$ cat config.mk
export PLATFORM = sky130hd
export DESIGN_NAME = mem_arbiter
export DESIGN_NICKNAME = d
export VERILOG_FILES = /design/src/rtl/mem_arbiter.sv
export SDC_FILE = /design/constraint.sdc
export NUM_CORES = 1
export LEC_CHECK = 0
export CAP_MARGIN = 20
export CORE_AREA = 5 5 119 166
export DETAILED_ROUTE_END_ITERATION = 16
export DIE_AREA = 0 0 124 171
export HOLD_SLACK_MARGIN = 0.03
export PLACE_DENSITY = 0.84
export SETUP_SLACK_MARGIN = 0.05
export SLEW_MARGIN = 20
export SYNTH_ARGS = -nofsm -noshare
export SYNTH_HDL_FRONTEND = slang
export SYNTH_SLANG_ARGS = --single-unit
export TNS_END_PERCENT = 10
$ cat constraint.sdc
create_clock -name clk -period 14.6 [get_ports clk]
set_input_delay 3.65 -clock clk [delete_from_list [all_inputs] [get_ports clk]]
set_output_delay 3.65 -clock clk [all_outputs]
set_load 0.01 [all_outputs]
$ cat src/rtl/mem_arbiter.sv
// Round-robin arbiter sharing one fixed-latency memory port between a fetch
// requester and a data requester; one transaction in flight at a time.
module mem_arbiter #(
    parameter int ADDRSIZE = 8,
    parameter int WORDSIZE = 64,
    parameter int MEMLAT   = 2
) (
    input  logic                clk,
    input  logic                rst,
    input  logic                i_req,
    input  logic [ADDRSIZE-1:0] i_addr,
    output logic                i_gnt,
    output logic                i_rvalid,
    output logic [WORDSIZE-1:0] i_rdata,
    input  logic                d_req,
    input  logic                d_we,
    input  logic [ADDRSIZE-1:0] d_addr,
    input  logic [WORDSIZE-1:0] d_wdata,
    output logic                d_gnt,
    output logic                d_rvalid,
    output logic [WORDSIZE-1:0] d_rdata,
    output logic                m_en,
    output logic                m_wren,
    output logic [ADDRSIZE-1:0] m_addr,
    output logic [WORDSIZE-1:0] m_d,
    input  logic [WORDSIZE-1:0] m_q
);
    localparam logic [3:0] LAT = 4'(MEMLAT);

    typedef enum logic [1:0] {
        IDLE = 2'd0,
        WAIT = 2'd1,
        DONE = 2'd2
    } state_t;

    state_t     state_r;
    logic [3:0] cnt_r;
    logic       sel_d_r;
    logic       we_r;
    logic       last_d_r;
    logic       pick_d_s;

    // Winner select: a lone requester always wins; on a tie data wins unless it won last.
    always_comb begin
        pick_d_s = 1'b0;
        if (d_req && (!i_req || !last_d_r)) begin
            pick_d_s = 1'b1;
        end else begin
            pick_d_s = 1'b0;
        end
    end

    // Transaction sequencing, latency count and all registered outputs.
    always_ff @(posedge clk or posedge rst) begin
        if (rst) begin
            state_r  <= IDLE;
            cnt_r    <= 4'd0;
            sel_d_r  <= 1'b0;
            we_r     <= 1'b0;
            last_d_r <= 1'b0;
            i_gnt    <= 1'b0;
            d_gnt    <= 1'b0;
            i_rvalid <= 1'b0;
            d_rvalid <= 1'b0;
            i_rdata  <= {WORDSIZE{1'b0}};
            d_rdata  <= {WORDSIZE{1'b0}};
            m_en     <= 1'b0;
            m_wren   <= 1'b0;
            m_addr   <= {ADDRSIZE{1'b0}};
            m_d      <= {WORDSIZE{1'b0}};
        end else begin
            i_gnt    <= 1'b0;
            d_gnt    <= 1'b0;
            i_rvalid <= 1'b0;
            d_rvalid <= 1'b0;
            case (state_r)
                IDLE: begin
                    if (i_req || d_req) begin
                        state_r  <= WAIT;
                        cnt_r    <= LAT;
                        sel_d_r  <= pick_d_s;
                        last_d_r <= pick_d_s;
                        m_en     <= 1'b1;
                        if (pick_d_s) begin
                            d_gnt  <= 1'b1;
                            we_r   <= d_we;
                            m_wren <= d_we;
                            m_addr <= d_addr;
                            m_d    <= d_wdata;
                        end else begin
                            i_gnt  <= 1'b1;
                            we_r   <= 1'b0;
                            m_wren <= 1'b0;
                            m_addr <= i_addr;
                            m_d    <= {WORDSIZE{1'b0}};
                        end
                    end else begin
                        state_r <= IDLE;
                    end
                end
                WAIT: begin
                    // Memory output is valid during the last WAIT cycle.
                    if (cnt_r == 4'd1) begin
                        state_r <= DONE;
                        cnt_r   <= 4'd0;
                        m_en    <= 1'b0;
                        m_wren  <= 1'b0;
                        m_addr  <= {ADDRSIZE{1'b0}};
                        m_d     <= {WORDSIZE{1'b0}};
                        if (sel_d_r) begin
                            d_rvalid <= 1'b1;
                            if (!we_r) begin
                                d_rdata <= m_q;
                            end else begin
                                d_rdata <= d_rdata;
                            end
                        end else begin
                            i_rvalid <= 1'b1;
                            i_rdata  <= m_q;
                        end
                    end else begin
                        cnt_r <= cnt_r - 4'd1;
                    end
                end
                DONE: begin
                    state_r <= IDLE;
                end
                default: begin
                    state_r <= IDLE;
                end
            endcase
        end
    end

endmodule

==> impl_metrics.env, run 1 <==
export IMPL_drc_errors=0
export IMPL_ys_warn_count=0
export IMPL_rsz0062_at_grt="false"
export IMPL_crit_fanout=54
export IMPL_antenna_left=0
export IMPL_crit_chain="clkdlybuf4s50_1 > nand2_1 > and3_2 > buf_4 > a22o_1"
export IMPL_syn_inst=496
export IMPL_ys_seq_area_share_pct=66.91
export IMPL_arrival_ps=5660
export IMPL_required_ps=15020
export IMPL_tns_ps=0
export IMPL_synth_largest_area_cell="dfrtp_1"
export IMPL_grt_first_pass_wirelength_mm=32.83
export IMPL_worstSetupPathType="input pin to flip-flop"
export IMPL_antenna_found_initial=1
export IMPL_tritoncts="built"
export IMPL_critPathMaxStageDelay_ps=590
export IMPL_grt_pass1_vias=6031
export IMPL_maxSlewViolCount=0
export IMPL_clock_latency_ps=490
export IMPL_root_buffer="clkbuf_16"
export IMPL_fillCellCount=1304
export IMPL_critPathCaptureType="flip-flop"
export IMPL_gp_congestion=0.7772
export IMPL_core_area_um2=18230
export IMPL_drive_gt1_share_pct=13.36
export IMPL_htreeDepth=1
export IMPL_clk_pin_slew_worst_paths_ps=60
export IMPL_crit_family="buffers and inverters"
export IMPL_fin_area_um2=12430
export IMPL_start_util_pct=43.90
export IMPL_ys_ff_latch=214
export IMPL_drt_first_iter_violations=174
export IMPL_ir_drop_mv=0.1312
export IMPL_critical_path_slowest_cell="clkdlybuf4s50_1"
export IMPL_num_rows=59
export IMPL_power_density_nw_per_um2=216.9
export IMPL_cts_resized_gates=0
export IMPL_die_w_um=124
export IMPL_cts_num_sinks=214
export IMPL_io_pins=355
export IMPL_synth_area_top_cells="dfrtp_1 67%, mux2_2 9.6%, mux2_1 8.4%"
export IMPL_wl_per_cell_um=19.44
export IMPL_die_area_um2=21200
export IMPL_placed_area_um2=11680
export IMPL_synthesis_area_um2=8004
export IMPL_die_y_um=171
export IMPL_syn_to_final_growth_pct=55.35
export IMPL_outcome="finished, final reports clean"
export IMPL_cts_path_max_buffers=3
export IMPL_final_hold_viol_count=0
export IMPL_tightest_slew_ps=907.4
export IMPL_drv_cap=0
export IMPL_fmax_mhz=190.9
export IMPL_hold_class="flip-flop to flip-flop"
export IMPL_critPathLaunchType="input pin"
export IMPL_slew_limit_headroom_pct=39.51
export IMPL_clock_skew_ps=10.01
export IMPL_cts_hold_buffers=0
export IMPL_r2r_cells=4
export IMPL_period_needed_ps=5237
export IMPL_grt_overflow=0
export IMPL_cts_made_buffers=21
export IMPL_dpl_hpwl_mm=15.33
export IMPL_cts_setup_buffers=0
export IMPL_port_buffer_count=354
export IMPL_grt_use_total_pct=19.71
export IMPL_avgViaCountPerCell=5.077
export IMPL_synth_cell_types=29
export IMPL_fin_crit_sh_pct=35.87
export IMPL_syn_area_per_cell_um2=16.14
export IMPL_grt_max_degree=135
export IMPL_path_depth=5
export IMPL_drt_pass1_iterations=4
export IMPL_final_nets=997
export IMPL_whs_path_depth=1
export IMPL_hold_ws_ps=487.3
export IMPL_path_buf_inv=2
export IMPL_yosysTopAreaCellShare_pct=66.91
export IMPL_syn_nets=647
export IMPL_wl_mm=21.50
export IMPL_setup_viol=0
export IMPL_num_vias=5615
export IMPL_p_leak_nw=5.363
==> placed cells by master (no fill, tap or decap), types with 3 or more instances in the layout <==
master	count
clkdlybuf4s50_1	354
dfrtp_1	214
mux2_2	68
a22o_1	66
mux2_1	60
clkbuf_16	21
and4b_1	8
a221o_1	8
o21ai_0	5
clkinv_2	5
buf_4	5
nand2_1	4
inv_1	4
bufinv_16	4
clkbuf_1	3
==> through the flow <==
stage	std cells	total power (W)	setup WS (ps)	util (%)
detailed placement	1066	0.002151	8641	64.04
CTS	1104	0.002732	9178	68.03
global route	1106	0.002845	9270	68.19
finish	1106	0.002698	9363	68.19
floorplan	496	0.001482	5099	-
global placement	1066	0.002111	8658	64.04
==> report_power, final <==
group	switching (W)	internal, W	total (W)
Combinational	0.000449	0.000679	0.00113
Clock	0.000223	0.000343	0.000565
Sequential	0.000144	0.000860	0.00100
==> routing by layer <==
layer	share of wire [%]	GRT usage (%)	up-vias
li1	-	-	2517
met1	35	22.07	2794
met2	53	36.26	267
met3	9.2	5.390	37
met4	2.2	5.624	0
met5	0	0	-
==> cells in the mapped netlist <==
library cell / instances
nor3b_2: 1
ha_1: 2
clkbuf_1: 9
and2_1: 1
xnor2_1: 1
nand4b_1: 2
a22oi_2: 1
a22oi_1: 1
buf_6: 11
nor2b_1: 2
o2bb2ai_1: 1
and4b_1: 8
inv_1: 5
nor2_1: 2
nand3b_1: 2
nor3_1: 2
nand3_1: 1
nand2_1: 4
o21ai_0: 5
mux2_2: 68
or2_2: 2
and3_1: 2
a22o_1: 66
a221o_1: 8
dfrtp_1: 214
a21o_1: 1
buf_2: 13
nand2b_1: 1
mux2_1: 60
==> kinds of logic (layout without fill, tap and decap cells) <==
group,count (synthesis),after routing,share of synthesized area [%]
buf+inv,38,403,3.017
mux,128,128,18.01
flops,214,214,66.91
compound gates,83,83,8.989
other cells,0,1,0
fa+ha+maj,2,2,0.3126
simple gates,30,30,2.657
xor+xnor,1,1,0.1094
==> worst paths after layout <==
kind / start / endpoint / slack (ps)
min in group asynchronous: rst / m_d[41]$_DFFE_PP0P_ / 3740
max reg2reg: state_r[1]$_DFFE_PP0P_ / m_d[33]$_DFFE_PP0P_ / 12230
max: i_req / m_d[33]$_DFFE_PP0P_ / 9360
min: d_rdata[40]$_DFFE_PP0P_ / d_rdata[40]$_DFFE_PP0P_ / 490
max in group asynchronous: rst / d_rdata[10]$_DFFE_PP0P_ / 9560
min reg2reg: d_rdata[40]$_DFFE_PP0P_ / d_rdata[40]$_DFFE_PP0P_ / 490
==> cell type report <==
type / count / area (um^2) / area share, %
Clock buffer: 25 / 550.5 / 4.427
Clock inverter: 13 / 177.7 / 1.429
Tap cell: 244 / 305.3 / 2.455
Timing Repair Buffer: 360 / 3608 / 29.02
Multi-Input combinational cell: 244 / 2409 / 19.37
Antenna cell: 1 / 2.502 / 0.02012
Inverter: 5 / 26.28 / 0.2113
Sequential cell: 214 / 5355 / 43.07
==> flip-flops by register name, summed over array words and instances (netlist names), 2 cells and up <==
| register | flops |
|---|---|
| cnt_r | 4 |
| d_rdata | 64 |
| i_rdata | 64 |
| m_addr | 8 |
| m_d | 64 |
| state_r | 2 |
==> worst reg2reg max path, delay by kind of cell, from the launching register on <==
| family | cells | cell delay [ps] |
|---|---|---|
| AND/OR/NAND/NOR | 2 | 1040 |
| buffers and inverters | 1 | 560 |
| flip-flops | 1 | 410 |
| AO/OA/AOI/OAI | 1 | 290 |
No activity file was read; power rests on OpenSTA's default activity.
==> inputs of run 2 (changes only) <==
--- a/config.mk
+++ b/config.mk
@@ -6,11 +6,11 @@
 export NUM_CORES = 1
 export LEC_CHECK = 0
 export CAP_MARGIN = 20
-export CORE_AREA = 5 5 119 166
+export CORE_AREA = 5 5 129 180
 export DETAILED_ROUTE_END_ITERATION = 16
-export DIE_AREA = 0 0 124 171
+export DIE_AREA = 0 0 134 185
 export HOLD_SLACK_MARGIN = 0.03
-export PLACE_DENSITY = 0.84
+export PLACE_DENSITY = 0.76
 export SETUP_SLACK_MARGIN = 0.05
 export SLEW_MARGIN = 20
 export SYNTH_ARGS = -nofsm -noshare
==> constraint.sdc (replaced) <==
create_clock -name clk -period 4.2 [get_ports clk]
set_input_delay 1.05 -clock clk [delete_from_list [all_inputs] [get_ports clk]]
set_output_delay 1.05 -clock clk [all_outputs]
set_load 0.01 [all_outputs]
==> impl_metrics.env, run 2 (synthesized netlist as in run 1, its figures left out) <==
export IMPL_hold_start="d_rdata[31]$_DFFE_PP0P_"
export IMPL_arrival_ps=2920
export IMPL_cts_resized_gates=0
export IMPL_setup_viol=0
export IMPL_critPathLaunchType="input pin"
export IMPL_num_vias=5590
export IMPL_tightest_slew_ps=936.7
export IMPL_crit_family="buffers and inverters"
export IMPL_r2r_start="state_r[1]$_DFFE_PP0P_"
export IMPL_outcome="finished, final reports clean"
export IMPL_diodes=0
export IMPL_port_buffer_count=354
export IMPL_die_area_um2=24790
export IMPL_layout_cells_non_filler=1130
export IMPL_regToRegEndpoint="m_d[41]$_DFFE_PP0P_"
export IMPL_clock_skew_ps=11.54
export IMPL_htreeDepth=1
export IMPL_grt_overflow=0
export IMPL_gp_congestion=0.7750
export IMPL_worstHoldEndpoint="d_rdata[31]$_DFFE_PP0P_"
export IMPL_crit_fanout=41
export IMPL_wl_per_cell_um=19.06
export IMPL_drc_errors=0
export IMPL_hold_class="flip-flop to flip-flop"
export IMPL_reg_top3="d_rdata: 64 flops, i_rdata: 64 flops, m_d: 64 flops"
export IMPL_rsz0062_at_grt="false"
export IMPL_antenna_found_initial=0
export IMPL_critPathMaxStageDelay_ps=680
export IMPL_die_y_um=185
export IMPL_core_area_um2=21540
export IMPL_r2r_cells=4
export IMPL_fin_crit_sh_pct=60.73
export IMPL_dp_cells=1094
export IMPL_die_w_um=134
export IMPL_layout_common_cells="354 x clkdlybuf4s50_1, 214 x dfrtp_1, 68 x mux2_2"
export IMPL_final_nets=1004
export IMPL_cts_num_sinks=214
export IMPL_drv_cap=0
export IMPL_placed_area_um2=11810
export IMPL_drive_gt1_share_pct=13.39
export IMPL_clk_pin_slew_worst_paths_ps=60
export IMPL_dp_slack_ps=1137
export IMPL_tritoncts="built"
export IMPL_antenna_left=0
export IMPL_finish_utilization_pct=57.80
export IMPL_ir_drop_mv=0.3856
export IMPL_cts_path_max_buffers=3
export IMPL_tns_ps=0
export IMPL_grt_max_degree=72
export IMPL_worstSetupPathType="input pin to flip-flop"
export IMPL_grt_use_total_pct=16.84
export IMPL_maxSlewViolCount=0
export IMPL_dpl_hpwl_mm=15.90
export IMPL_clock_latency_ps=480
export IMPL_period_needed_ps=2551
export IMPL_avgViaCountPerCell=4.947
export IMPL_p_leak_nw=5.362
export IMPL_layout_setup_ws_ps=1649
export IMPL_grt_pass1_vias=6018
export IMPL_grt_first_pass_wirelength_mm=33.31
export IMPL_final_common_cell="clkdlybuf4s50_1"
export IMPL_whs_path_depth=1
export IMPL_final_hold_viol_count=0
export IMPL_io_pins=355
export IMPL_fin_area_um2=12450
export IMPL_cts_setup_buffers=0
export IMPL_critPathCaptureType="flip-flop"
export IMPL_drt_pass1_iterations=4
export IMPL_power_density_nw_per_um2=738.2
export IMPL_critical_path_slowest_cell="clkdlybuf4s50_1"
export IMPL_wl_mm=21.54
export IMPL_reg2reg_slack_ps=1920
export IMPL_regArea_um2=5355
export IMPL_drt_first_iter_violations=133
export IMPL_multi_input_area_um2=2409
export IMPL_required_ps=4570
export IMPL_num_rows=64
export IMPL_root_buffer="clkbuf_16"
export IMPL_crit_chain="clkdlybuf4s50_1 > nand2_1 > and3_2 > buf_12 > a221o_1"
export IMPL_slew_limit_headroom_pct=37.55
export IMPL_syn_to_final_growth_pct=55.56
export IMPL_cts_made_buffers=21
export IMPL_path_buf_inv=2
export IMPL_fillCellCount=1739
export IMPL_start_util_pct=37.16
export IMPL_fmax_mhz=392.0
export IMPL_cts_hold_buffers=0
-- run 2: changes by cell type in the layout (fill, tap and decap cells not counted) --
cell and delta:
buf_12 +4, buf_4 +4, clkbuf_1 +4, bufinv_16 -3, clkbuf_8 +2, inv_6 -2, buf_16 -1, clkinv_2 -1
clkinvlp_4 -1, diode_2 -1, inv_8 -1
-- run 2: cell type report --
cell class,count,area share [%]
Clock buffer,31,4.763
Clock inverter,5,0.4020
Timing Repair Buffer,367,29.65
Inverter,5,0.1809
Tap cell,264,2.653
Multi-Input combinational cell,244,19.34
Sequential cell,214,43.01
-- run 2: worst max-delay path by stage --
stage,depth (start not counted),startpoint,slack (ps),endpoint
6_report,5,i_req,1650,m_addr[4]$_DFFE_PP0P_
5_1_grt,5,i_req,1530,m_addr[3]$_DFFE_PP0P_
4_1_cts,1,m_addr[0]$_DFFE_PP0P_,1640,m_addr[0]
3_5_place_dp,5,i_req,1140,m_addr[4]$_DFFE_PP0P_
3_3_place_gp,5,i_req,1190,m_addr[2]$_DFFE_PP0P_
2_1_floorplan,1,rst,370,cnt_r[0]$_DFFE_PP0P_
-- run 2: per-layer routing --
layer | vias up | routed length, um | GRT usage (%)
met5 | - | 0 | 0
met4 | 0 | 682 | 5.805
met3 | 45 | 1611 | 4.239
met2 | 250 | 11240 | 31.01
met1 | 2759 | 8006 | 18.92
li1 | 2536 | - | -
-- run 2: power breakdown --
| part | switching [W] | internal [W] |
|---|---|---|
| logic | 0.00155 | 0.00238 |
| clock network | 0.000742 | 0.00104 |
| registers | 0.000499 | 0.00299 |
-- run 2: metrics by stage --
| stage | hold WS (ps) | power (W) |
|---|---|---|
| 2_1_floorplan | 457.1 | 0.005152 |
| 3_3_place_gp | 473.3 | 0.007403 |
| 3_5_place_dp | 480.5 | 0.007504 |
| 4_1_cts | 493.6 | 0.009334 |
| 5_1_grt | 503.8 | 0.009709 |
| 6_report | 486.9 | 0.009191 |
==> inputs of run 3 (changes only) <==
--- a/config.mk
+++ b/config.mk
@@ -6,11 +6,11 @@
 export NUM_CORES = 1
 export LEC_CHECK = 0
 export CAP_MARGIN = 20
-export CORE_AREA = 5 5 129 180
+export CORE_AREA = 5 5 123 172
 export DETAILED_ROUTE_END_ITERATION = 16
-export DIE_AREA = 0 0 134 185
+export DIE_AREA = 0 0 128 177
 export HOLD_SLACK_MARGIN = 0.03
-export PLACE_DENSITY = 0.76
+export PLACE_DENSITY = 0.79
 export SETUP_SLACK_MARGIN = 0.05
 export SLEW_MARGIN = 20
 export SYNTH_ARGS = -nofsm -noshare
==> constraint.sdc (replaced) <==
create_clock -name clk -period 2.51 [get_ports clk]
set_input_delay 0.6275 -clock clk [delete_from_list [all_inputs] [get_ports clk]]
set_output_delay 0.6275 -clock clk [all_outputs]
set_load 0.01 [all_outputs]
==> impl_metrics.env, run 3 (synthesized netlist as in run 1, its figures left out) <==
export IMPL_dpl_hpwl_mm=16.46
export IMPL_power_w=0.01572
export IMPL_fin_crit_sh_pct=84.02
export IMPL_crit_start="m_addr[1]$_DFFE_PP0P_"
export IMPL_r2r_cells=6
export IMPL_outcome="finished, final reports clean"
export IMPL_p_leak_nw=5.415
export IMPL_required_ps=1880
export IMPL_num_rows=61
export IMPL_tightest_slew_ps=595.5
export IMPL_final_hold_viol_count=0
export IMPL_tritoncts="built"
export IMPL_start_util_pct=40.96
export IMPL_die_area_um2=22660
export IMPL_period_needed_ps=2109
export IMPL_drive_gt1_share_pct=13.82
export IMPL_regToRegEndpoint="d_rdata[49]$_DFFE_PP0P_"
export IMPL_clock_latency_ps=490
export IMPL_num_vias=5619
export IMPL_grt_max_degree=93
export IMPL_rsz0062_at_grt="false"
export IMPL_cts_hold_buffers=0
export IMPL_grt_overflow=0
export IMPL_fmax_mhz=474.2
export IMPL_root_buffer="clkbuf_16"
export IMPL_power_density_nw_per_um2=1253
export IMPL_setup_viol=0
export IMPL_grt_pass1_vias=6279
export IMPL_drt_first_iter_violations=261
export IMPL_hold_class="flip-flop to flip-flop"
export IMPL_path_depth=1
export IMPL_cts_setup_buffers=0
export IMPL_drc_errors=0
export IMPL_final_common_cell="clkdlybuf4s50_1"
export IMPL_drt_pass1_iterations=4
export IMPL_diodes=0
export IMPL_port_buffer_count=354
export IMPL_grt_first_pass_wirelength_mm=34.38
export IMPL_grt_use_total_pct=19.21
export IMPL_avgViaCountPerCell=5.017
export IMPL_drv_cap=0
export IMPL_final_nets=1005
export IMPL_r2r_start="cnt_r[1]$_DFFE_PP0P_"
export IMPL_htreeDepth=1
export IMPL_cts_path_max_buffers=3
export IMPL_worstSetupPathType="flip-flop to output port"
export IMPL_crit_fanout=2
export IMPL_cts_num_sinks=214
export IMPL_die_y_um=177
export IMPL_cts_made_buffers=20
export IMPL_die_w_um=128
export IMPL_critical_path_slowest_cell="clkdlybuf4s50_1"
export IMPL_path_buf_inv=1
export IMPL_slew_limit_headroom_pct=60.30
export IMPL_critPathMaxStageDelay_ps=570
export IMPL_clk_pin_slew_worst_paths_ps=70
export IMPL_critPathLaunchType="flip-flop"
export IMPL_antenna_left=0
export IMPL_ir_drop_mv=0.8781
export IMPL_hold_start="d_rdata[37]$_DFFE_PP0P_"
export IMPL_syn_to_final_growth_pct=56.76
export IMPL_wl_per_cell_um=19.95
export IMPL_io_pins=355
export IMPL_antenna_found_initial=0
export IMPL_wl_mm=22.35
export IMPL_crit_end="m_addr[1]"
export IMPL_crit_chain="clkdlybuf4s50_1"
export IMPL_maxSlewViolCount=0
export IMPL_reg2reg_slack_ps=500
export IMPL_tns_ps=0
export IMPL_layout_common_cells="354 x clkdlybuf4s50_1, 214 x dfrtp_1, 68 x mux2_2"
export IMPL_cts_resized_gates=0
export IMPL_clock_skew_ps=11.99
export IMPL_finish_utilization_pct=64.22
export IMPL_core_area_um2=19540
export IMPL_arrival_ps=1480
export IMPL_reg_top3="d_rdata: 64 flops, i_rdata: 64 flops, m_d: 64 flops"
export IMPL_critPathCaptureType="output port"
export IMPL_gp_congestion=0.7643
export IMPL_crit_family="buffers and inverters"
## run 3: cell types whose count changed in the layout (fill, tap and decap cells not counted), sizes merged
cell | before | now
clkinvlp | 1 | 2
bufinv | 1 | 3
clkbuf | 31 | 29
clkinv | 4 | 3
buf | 13 | 15
## run 3: per-stage QoR
step                setup WS [ps]  instances  hold WS, ps  area [um^2]
floorplan                  -901.7        496        457.1         8008
global placement            209.8       1084        472.1        11850
detailed placement          156.2       1084        479.9        11850
CTS                         361.8       1120        494.7        12550
global route                325.7       1120        510.7        12550
finish                      401.1       1120        490.6        12550
## run 3: worst min-delay path by stage
stage,endpoint,cells after the start
6_report,d_rdata[37]$_DFFE_PP0P_,1
5_1_grt,d_rdata[53]$_DFFE_PP0P_,1
4_1_cts,d_rdata[9]$_DFFE_PP0P_,1
3_5_place_dp,d_rdata[9]$_DFFE_PP0P_,1
3_3_place_gp,d_rdata[26]$_DFFE_PP0P_,1
2_1_floorplan,we_r$_DFFE_PP0P_,1
## run 3: cell type report
type	count	area (um^2)
clock buffer	29	585.6
clock inverter	7	116.4
timing repair buffer	369	3744
tap	252	315.3
multi-input combinational	244	2409
sequential	214	5355
inverter	5	22.52
fill	1501	6992
## run 3: routing by layer
layer / global-route usage (%) / share of wire, % / up-vias
met5: 0 / 0 / -
met4: 8.274 / 4.4 / 0
met3: 4.287 / 7.1 / 60
met2: 35.56 / 54 / 268
met1: 20.79 / 35 / 2751
li1: - / - / 2540
## run 3: where the power goes
group,switching (W),internal (W)
logic,0.00262,0.00404
registers,0.000852,0.00500
clock network,0.00128,0.00194
total,0.00475,0.0110
